<file path="src/rtl/hack_cpu_ctrl.sv">
// Multi-cycle Hack CPU control unit: fetch/exec/writeback sequencing around an external ALU.
// Optional HACK_CTRL_HALT_EN adds a halted output that latches on a jump-to-self.
module hack_cpu_ctrl #(
  parameter logic [14:0] RESET_PC = 15'd0
) (
  input  logic        clk,
  input  logic        rst_n,
  input  logic [15:0] instr,
  input  logic        instr_valid,
  output logic        instr_ready,
  output logic [14:0] pc,
  input  logic [15:0] in_m,
  output logic [15:0] out_m,
  output logic        write_m,
  output logic [14:0] address_m,
  output logic [15:0] alu_x,
  output logic [15:0] alu_y,
  output logic        alu_zx,
  output logic        alu_nx,
  output logic        alu_zy,
  output logic        alu_ny,
  output logic        alu_f,
  output logic        alu_no,
  input  logic [15:0] alu_o,
  input  logic        alu_zr,
  input  logic        alu_ng
`ifdef HACK_CTRL_HALT_EN
  ,
  output logic        halted
`endif
);

  typedef enum logic [1:0] {StFetch, StExec, StWb, StHalt} state_e;

  state_e      state_q, state_d;
  logic [15:0] ir_q, ir_d;
  logic [15:0] a_q, a_d;
  logic [15:0] d_q, d_d;
  logic [14:0] pc_q, pc_d;
  logic [15:0] res_q, res_d;
  logic        jmp_q, jmp_d;
  logic [14:0] pc_inc;
  logic        jmp_eval;
  logic        is_c;

`ifdef HACK_CTRL_HALT_EN
  logic halted_q, halted_d;
  logic self_jump;
`endif

  always_ff @(posedge clk or negedge rst_n) begin
    if (!rst_n) begin
      state_q <= StFetch;
      ir_q    <= 16'd0;
      a_q     <= 16'd0;
      d_q     <= 16'd0;
      pc_q    <= RESET_PC;
      res_q   <= 16'd0;
      jmp_q   <= 1'b0;
`ifdef HACK_CTRL_HALT_EN
      halted_q <= 1'b0;
`endif
    end else begin
      state_q <= state_d;
      ir_q    <= ir_d;
      a_q     <= a_d;
      d_q     <= d_d;
      pc_q    <= pc_d;
      res_q   <= res_d;
      jmp_q   <= jmp_d;
`ifdef HACK_CTRL_HALT_EN
      halted_q <= halted_d;
`endif
    end
  end

  always_comb begin
    state_d  = state_q;
    ir_d     = ir_q;
    a_d      = a_q;
    d_d      = d_q;
    pc_d     = pc_q;
    res_d    = res_q;
    jmp_d    = jmp_q;
    is_c     = ir_q[15];
    pc_inc   = pc_q + 15'd1;
    jmp_eval = (ir_q[2] & alu_ng) | (ir_q[1] & alu_zr) | (ir_q[0] & ~alu_ng & ~alu_zr);
`ifdef HACK_CTRL_HALT_EN
    halted_d  = halted_q;
    // pc_q still holds the address of the instruction in WB
    self_jump = (ir_q[2:0] == 3'b111) && (a_q[14:0] == pc_q);
`endif

    unique case (state_q)
      StFetch: begin
        if (instr_valid) begin
          ir_d    = instr;
          state_d = instr[15] ? StExec : StWb;
        end
      end
      StExec: begin
        res_d   = alu_o;
        jmp_d   = jmp_eval;
        state_d = StWb;
      end
      StWb: begin
        state_d = StFetch;
        if (!is_c) begin
          a_d  = {1'b0, ir_q[14:0]};
          pc_d = pc_inc;
        end else begin
          if (ir_q[4]) d_d = res_q;
          if (ir_q[5]) a_d = res_q;
          // Jump target is the A value from before this instruction's own A write
          pc_d = jmp_q ? a_q[14:0] : pc_inc;
`ifdef HACK_CTRL_HALT_EN
          if (self_jump) begin
            halted_d = 1'b1;
            state_d  = StHalt;
          end
`endif
        end
      end
      StHalt: begin
        state_d = StHalt;
      end
      default: begin
        state_d = StFetch;
      end
    endcase
  end

  always_comb begin
    instr_ready = rst_n && (state_q == StFetch);
    pc          = pc_q;
    address_m   = a_q[14:0];
    out_m       = res_q;
    write_m     = (state_q == StWb) && ir_q[15] && ir_q[3];
    alu_x       = d_q;
    alu_y       = ir_q[12] ? in_m : a_q;
    {alu_zx, alu_nx, alu_zy, alu_ny, alu_f, alu_no} =
        (state_q == StExec) ? ir_q[11:6] : 6'b000000;
  end

`ifdef HACK_CTRL_HALT_EN
  assign halted = halted_q;
`endif

endmodule

</file>
<file path="config.mk">
export PLATFORM = sky130hd
export DESIGN_NAME = hack_cpu_ctrl
export DESIGN_NICKNAME = d
export VERILOG_FILES = /design/src/rtl/hack_cpu_ctrl.sv
export SDC_FILE = /design/constraint.sdc
export NUM_CORES = 1
export LEC_CHECK = 0
export ABC_AREA = 1
export CAP_MARGIN = 30
export CORE_MARGIN = 8
export CORE_UTILIZATION = 41
export DETAILED_ROUTE_END_ITERATION = 8
export PLACE_DENSITY = 0.75
export SLEW_MARGIN = 20
export SYNTH_ARGS = -nofsm -noshare
export SYNTH_HDL_FRONTEND = slang
export SYNTH_SLANG_ARGS = --single-unit
</file>
<file path="constraint.sdc">
create_clock -name clk -period 1.2 [get_ports clk]
set_input_delay 0.12 -clock clk [delete_from_list [all_inputs] [get_ports clk]]
set_output_delay 0.12 -clock clk [all_outputs]
set_load 0.01 [all_outputs]
</file>
---- After elaboration in Yosys (flattened, before gate mapping) ----
Cells that the tools add are included.
storage, ports and cells
  memory bits (read-only) ................. 0
  RAM bits ................................ 0
  register bits ........................... 82
  latch bits .............................. 0
  memories ................................ 0
  word-level logic and storage cells ...... 37
  output and inout port bits .............. 86
cells by class
  multipliers ............................. 0
  add/subtract/negate cells ............... 1
  shifts and indexed selects .............. 0
  equal/unequal tests ..................... 5
  muxes and demuxes ....................... 9
  div/mod/pow operators ................... 0
  bitwise logic cells ..................... 8
  reductions and logical operators ........ 7
  magnitude comparators ................... 0
operators by type and width
  cell                                           number
  two-way mux 16 bit                             3
  two-way mux 15 bit                             2
  adder 15 x 1 -> 15 bit, second input constant  1
  case mux 2 bit (4 select lines)                1
  two-way mux 6 bit                              1
  AND 1 bit                                      4
  == test 2 bit, second input constant           2
  two-way mux 2 bit                              2
  inequality test 2 bit, second input constant   2
  AND reduction 2 bit                            2
  logical AND 1 bit                              3
  AND reduction 3 bit                            1
  == test 2 x 1 -> 1 bit, second input constant  1
  zero test 2 bit                                1
  inverter 1 bit                                 2
  OR 1 bit                                       2

---- Longest topological paths before layout ----
  depth in word-level cells ............... 4
  depth in mapped cells ................... 9
  mapped depth without buffers ............ 9

---- Worst setup path before layout ----
Ideal clock, no wire load.
  path kind ............................... register to register
  start point ............................. register pc_q[1] (netlist: pc[1])
  end point ............................... register pc_q[10] (netlist: pc[10])
  period minus slack after synthesis ...... 1.318 ns
  slack ................................... -0.118 ns
  library setup time ...................... 0.113 ns
  required time ........................... 1.087 ns
  stages on the path, launching flop included .. 9
  data arrival time ....................... 1.205 ns
  buffers on the path ..................... 0
  path through ............................ dfrtp_1 > ha_1 > nand3_1 > nor2_1 > nand2_1 > nor2_1 > o21bai_1 > nand2_1 > inv_1
on the way
  cells in the longest elaborated chain, start to end .. 3
ends and longest elaborated chain
  element                     line  source
  from (decl)                 39    logic [14:0] pc_q, pc_d;
  from (signal assigned)      68    pc_q <= pc_d;
  adder 15 x 1 -> 15 bit (*)  86    pc_inc = pc_q + 15'd1;
  two-way mux 15 bit          115   pc_d = jmp_q ? a_q[14:0] : pc_inc;
  two-way mux 15 bit (*)      108   if (!is_c) begin
Every way passes the cells marked *; elsewhere a longest branch is shown, timed or not.
A chain may end at the register's enable or synchronous reset.

---- Final worst setup path ----
  start point ............................. register state_q[0]
  end point ............................... register a_q[3]
on the way
  cells in the longest elaborated chain, start to end .. 2
ends and longest elaborated chain
  element                               line  source
  from (decl)                           35    state_e state_q, state_d;
  from (signal assigned)                53    state_q <= StFetch;
  from (signal assigned)                64    state_q <= state_d;
  == test 2 bit                         94    unique case (state_q)
  AND reduction 2 bit (no source line)  n/a
  to (signal assigned)                  55    a_q <= 16'd0;
  to (signal assigned)                  66    a_q <= a_d;
  to (decl)                             37    logic [15:0] a_q, a_d;
Every way passes these cells.

==> results.yml <==
place:
  dp_hpwl_um: 9950
  pre_cts_ws_ns: -0.316
  gp_congestion: 0.875
  numPortBuffers: 138
  place_area_um2: 5900
clock_network:
  clock_path_buffers: 2
  cts_buffers: 9
  cts_tree: "built"
  worst_setup_hold_path_clk_slew_ns: 0.09
  cts_sinks: 82
  ctsHtreeMaxLevel: 3
  cts_root_buffer: "clkbuf_8"
  clock_latency_ns: 0.35
logic_synthesis:
  async_flop_share_pct: 100
  yosysWarnings: 0
  syn_inst: 500
  synth_cell_types: 29
  synth_area_leaders: "dfrtp_1 51%, nand2_1 12%, o21ai_0 8.9%"
  ys_seq_area_share_pct: 51.1
  synth_top_area_share_pct: 51.1
  synth.avg_cell_area_um2: 8.03
  syn-cell-area_um2: 4020
  synth_edf_count: 0
  ys_ff_latch: 82
  synth_ff_type: "dfrtp_1"
  syn-num-nets: 554
  synth_top_cell_by_area: "dfrtp_1"
floorplan:
  dieArea_um2: 13200
  die_w_um: 115
  core_area_um2: 9640
  start_util_pct: 41.7
  num_io_pins: 139
  fp.dieH_um: 115
  rows: 36
grt:
  grt.overflow.total: 0
  track_usage_pct: 21.8
  grt_pass1_wl_um: 22700
  grt_max_degree: 83
  antenna_found_initial: 0
  grt_pass1_vias: 4452
pwr:
  ir_worst_vdd_mv: 0.591
  cellLeakagePower_nw: 3.29
  power.density_nw_per_um2: 825
setup_path:
  cp_top_family: "buffers and inverters"
  crit_required_ns: 1.48
  crit_fanout: 5
  path_common_cell: "buf_6"
  critical_path_class: "register to register"
  worstPathArrival_ns: 1.71
  critical_path.max_stage_delay_ns: 0.40
  endpoint_kind: "register"
  crit_chain: "inv_2 > nand2_4 > buf_8 > a21oi_4 > buf_6 > buf_6 > o211ai_1 > o21ai_1"
  cp-start-kind: "register"
  critPathBufInv: 4
  cp_slowest_cell: "dfrtp_1"
timing:
  setup_ws_ns: -0.227
  max_slew.worst_pin.slew_ns: 0.439
  hold_ws_ns: 0.324
  finalClockSkew_ns: 0.00557
  slew_viol_final: 0
  period_share_pct: 119
  finalSetupViolCount: 90
  max_freq_mhz: 701
  rsz0062_at_grt: "yes"
  relSlewSlack_pct: 70.7
  period_needed_ns: 1.43
  timing.final.hold_violations: 0
cells_and_area:
  fill_cells: 755
  nets: 783
  finalInstanceArea_um2: 6790
  regArea_um2: 2060
  drive_above_1_share_pct: 37.2
  antennaDiodeCount: 0
  multi_input_area_um2: 1870
  fin_util_pct: 70.4
  syn_to_final_growth_pct: 69.0
route:
  wire_per_inst_um: 17.0
  routed_wl_um: 14700
  drt-met1-wl_um: 5940
  avgViaCountPerCell: 5.05
  dr_wl_met2_um: 7490
  drt_iter0_drc: 217
  drtAntennaViolNets: 0
  dr.pass1.iters: 4
  drc_errors: 0
  top_layer_used: "met4"
  vias: 4376
  wl_met3_um: 805
run:
  max_cap_violations: 0
hold_path:
  hold_class: "input pin to register"
status:
  violations: "setup timing"
  status: "complete, but fails checks"
[where the power goes]
part,leakage (nW),switching (mW),internal (mW)
Combinational,2.18,0.248,0.276
Clock,0.106,1.07,1.19
Sequential,1.00,0.0254,2.79
[synth_stat cells (2+ instances only)]
master    number
inv_1         62
o21ai_0       71
a21oi_1       18
o21ai_1       19
nand2_1      126
nand2_2        2
clkbuf_1       8
buf_4         18
buf_2         10
clkbuf_2       2
dfrtp_1       82
o21bai_1       2
o211ai_1      15
nor2_1        28
nand3_1       14
nand4_1        4
nor3_1         2
o22ai_1        2
inv_2          2
mux2_2         4
[flip-flops by register name, indices dropped and copies added (netlist names)]
| signal | cells |
|---|---|
| a_q | 16 |
| alu_x | 16 |
| ir_q | 16 |
| out_m | 16 |
| pc | 15 |
| state_q | 2 |
| jmp_q | 1 |
[path summary, 6_finish.rpt]
kind / to / startpoint / slack [ns] / depth (start not counted)
min: out_m[0]$_DFFE_PN0P_ / alu_o[0] / 0.32 / 3
max in group asynchronous: state_q[1]$_DFFE_PN0P_ / rst_n / 0.41 / 3
max reg2reg: a_q[3]$_DFFE_PN0P_ / state_q[0]$_DFFE_PN0P_ / -0.23 / 8
min in group asynchronous: pc[1]$_DFFE_PN0N_ / rst_n / 0.43 / 3
max: a_q[3]$_DFFE_PN0P_ / state_q[0]$_DFFE_PN0P_ / -0.23 / 8
min reg2reg: alu_x[2]$_DFFE_PN0P_ / alu_x[2]$_DFFE_PN0P_ / 0.50 / 2
[layout make-up]
type	instances	area share, %
timing repair buffer	256	32.3
sequential	82	30.3
multi-input combinational	315	27.6
inverter	64	3.80
tap	133	2.45
clock buffer	9	1.83
clock inverter	7	1.49
timing repair inverter	1	0.166
[worst reg2reg max path: stages (launching register included)]
cell      delay, ns
dfrtp_1        0.40
inv_2          0.12
nand2_4        0.09
buf_8          0.14
a21oi_4        0.20
buf_6          0.13
buf_6          0.10
o211ai_1       0.09
o21ai_1        0.09
[layer usage]
metal,track usage (%),up-vias
met2,36.9,164
met4,10.2,0
met3,3.78,37
li1,-,2060
met1,26.5,2115
met5,0,-
[stage by stage]
step / setup TNS [ns] / instances / power (mW)
floorplan: -0.650 / 500 / 3.00
global placement: -13.55 / 801 / 3.33
detailed placement: -17.05 / 801 / 3.34
CTS: -10.10 / 850 / 5.60
global route: -20.07 / 867 / 5.82
finish: -13.75 / 867 / 5.60
[cells by family (layout without fill, tap and decap cells)]
| group | after synthesis | in the layout | synth area share [%] |
|---|---|---|---|
| flip-flops | 82 | 82 | 51.1 |
| adder cells (fa/ha/maj) | 1 | 1 | 0.312 |
| AND/OR/NAND/NOR | 180 | 180 | 18.2 |
| multiplexers | 4 | 4 | 1.12 |
| AO/OA/AOI/OAI | 130 | 130 | 17.6 |
| buffers and inverters | 103 | 337 | 11.7 |
[cells in the final DEF, fill, tap and decap left out, types with 16 or more instances in the layout]
master,Yosys,routed
buf_2,10,40
buf_4,18,86
buf_6,0,27
clkdlybuf4s50_1,0,51
dfrtp_1,82,77
dlygate4sd2_1,0,36
inv_1,62,58
nand2_1,126,108
nand2_2,2,16
o21ai_0,71,34
o21ai_1,19,37
o21ai_2,0,18
[what timing repair did]
action                                 in CTS  in global routing
setup endpoints to repair                 150                114
resized for setup                         331                 80
gates cloned                                4                  1
buffers inserted                           29                 18
endpoints found under the hold margin      82                  0
hold buffers                                1                  0
pin swaps                                  20                 20
(Power assumes the default switching activity.)
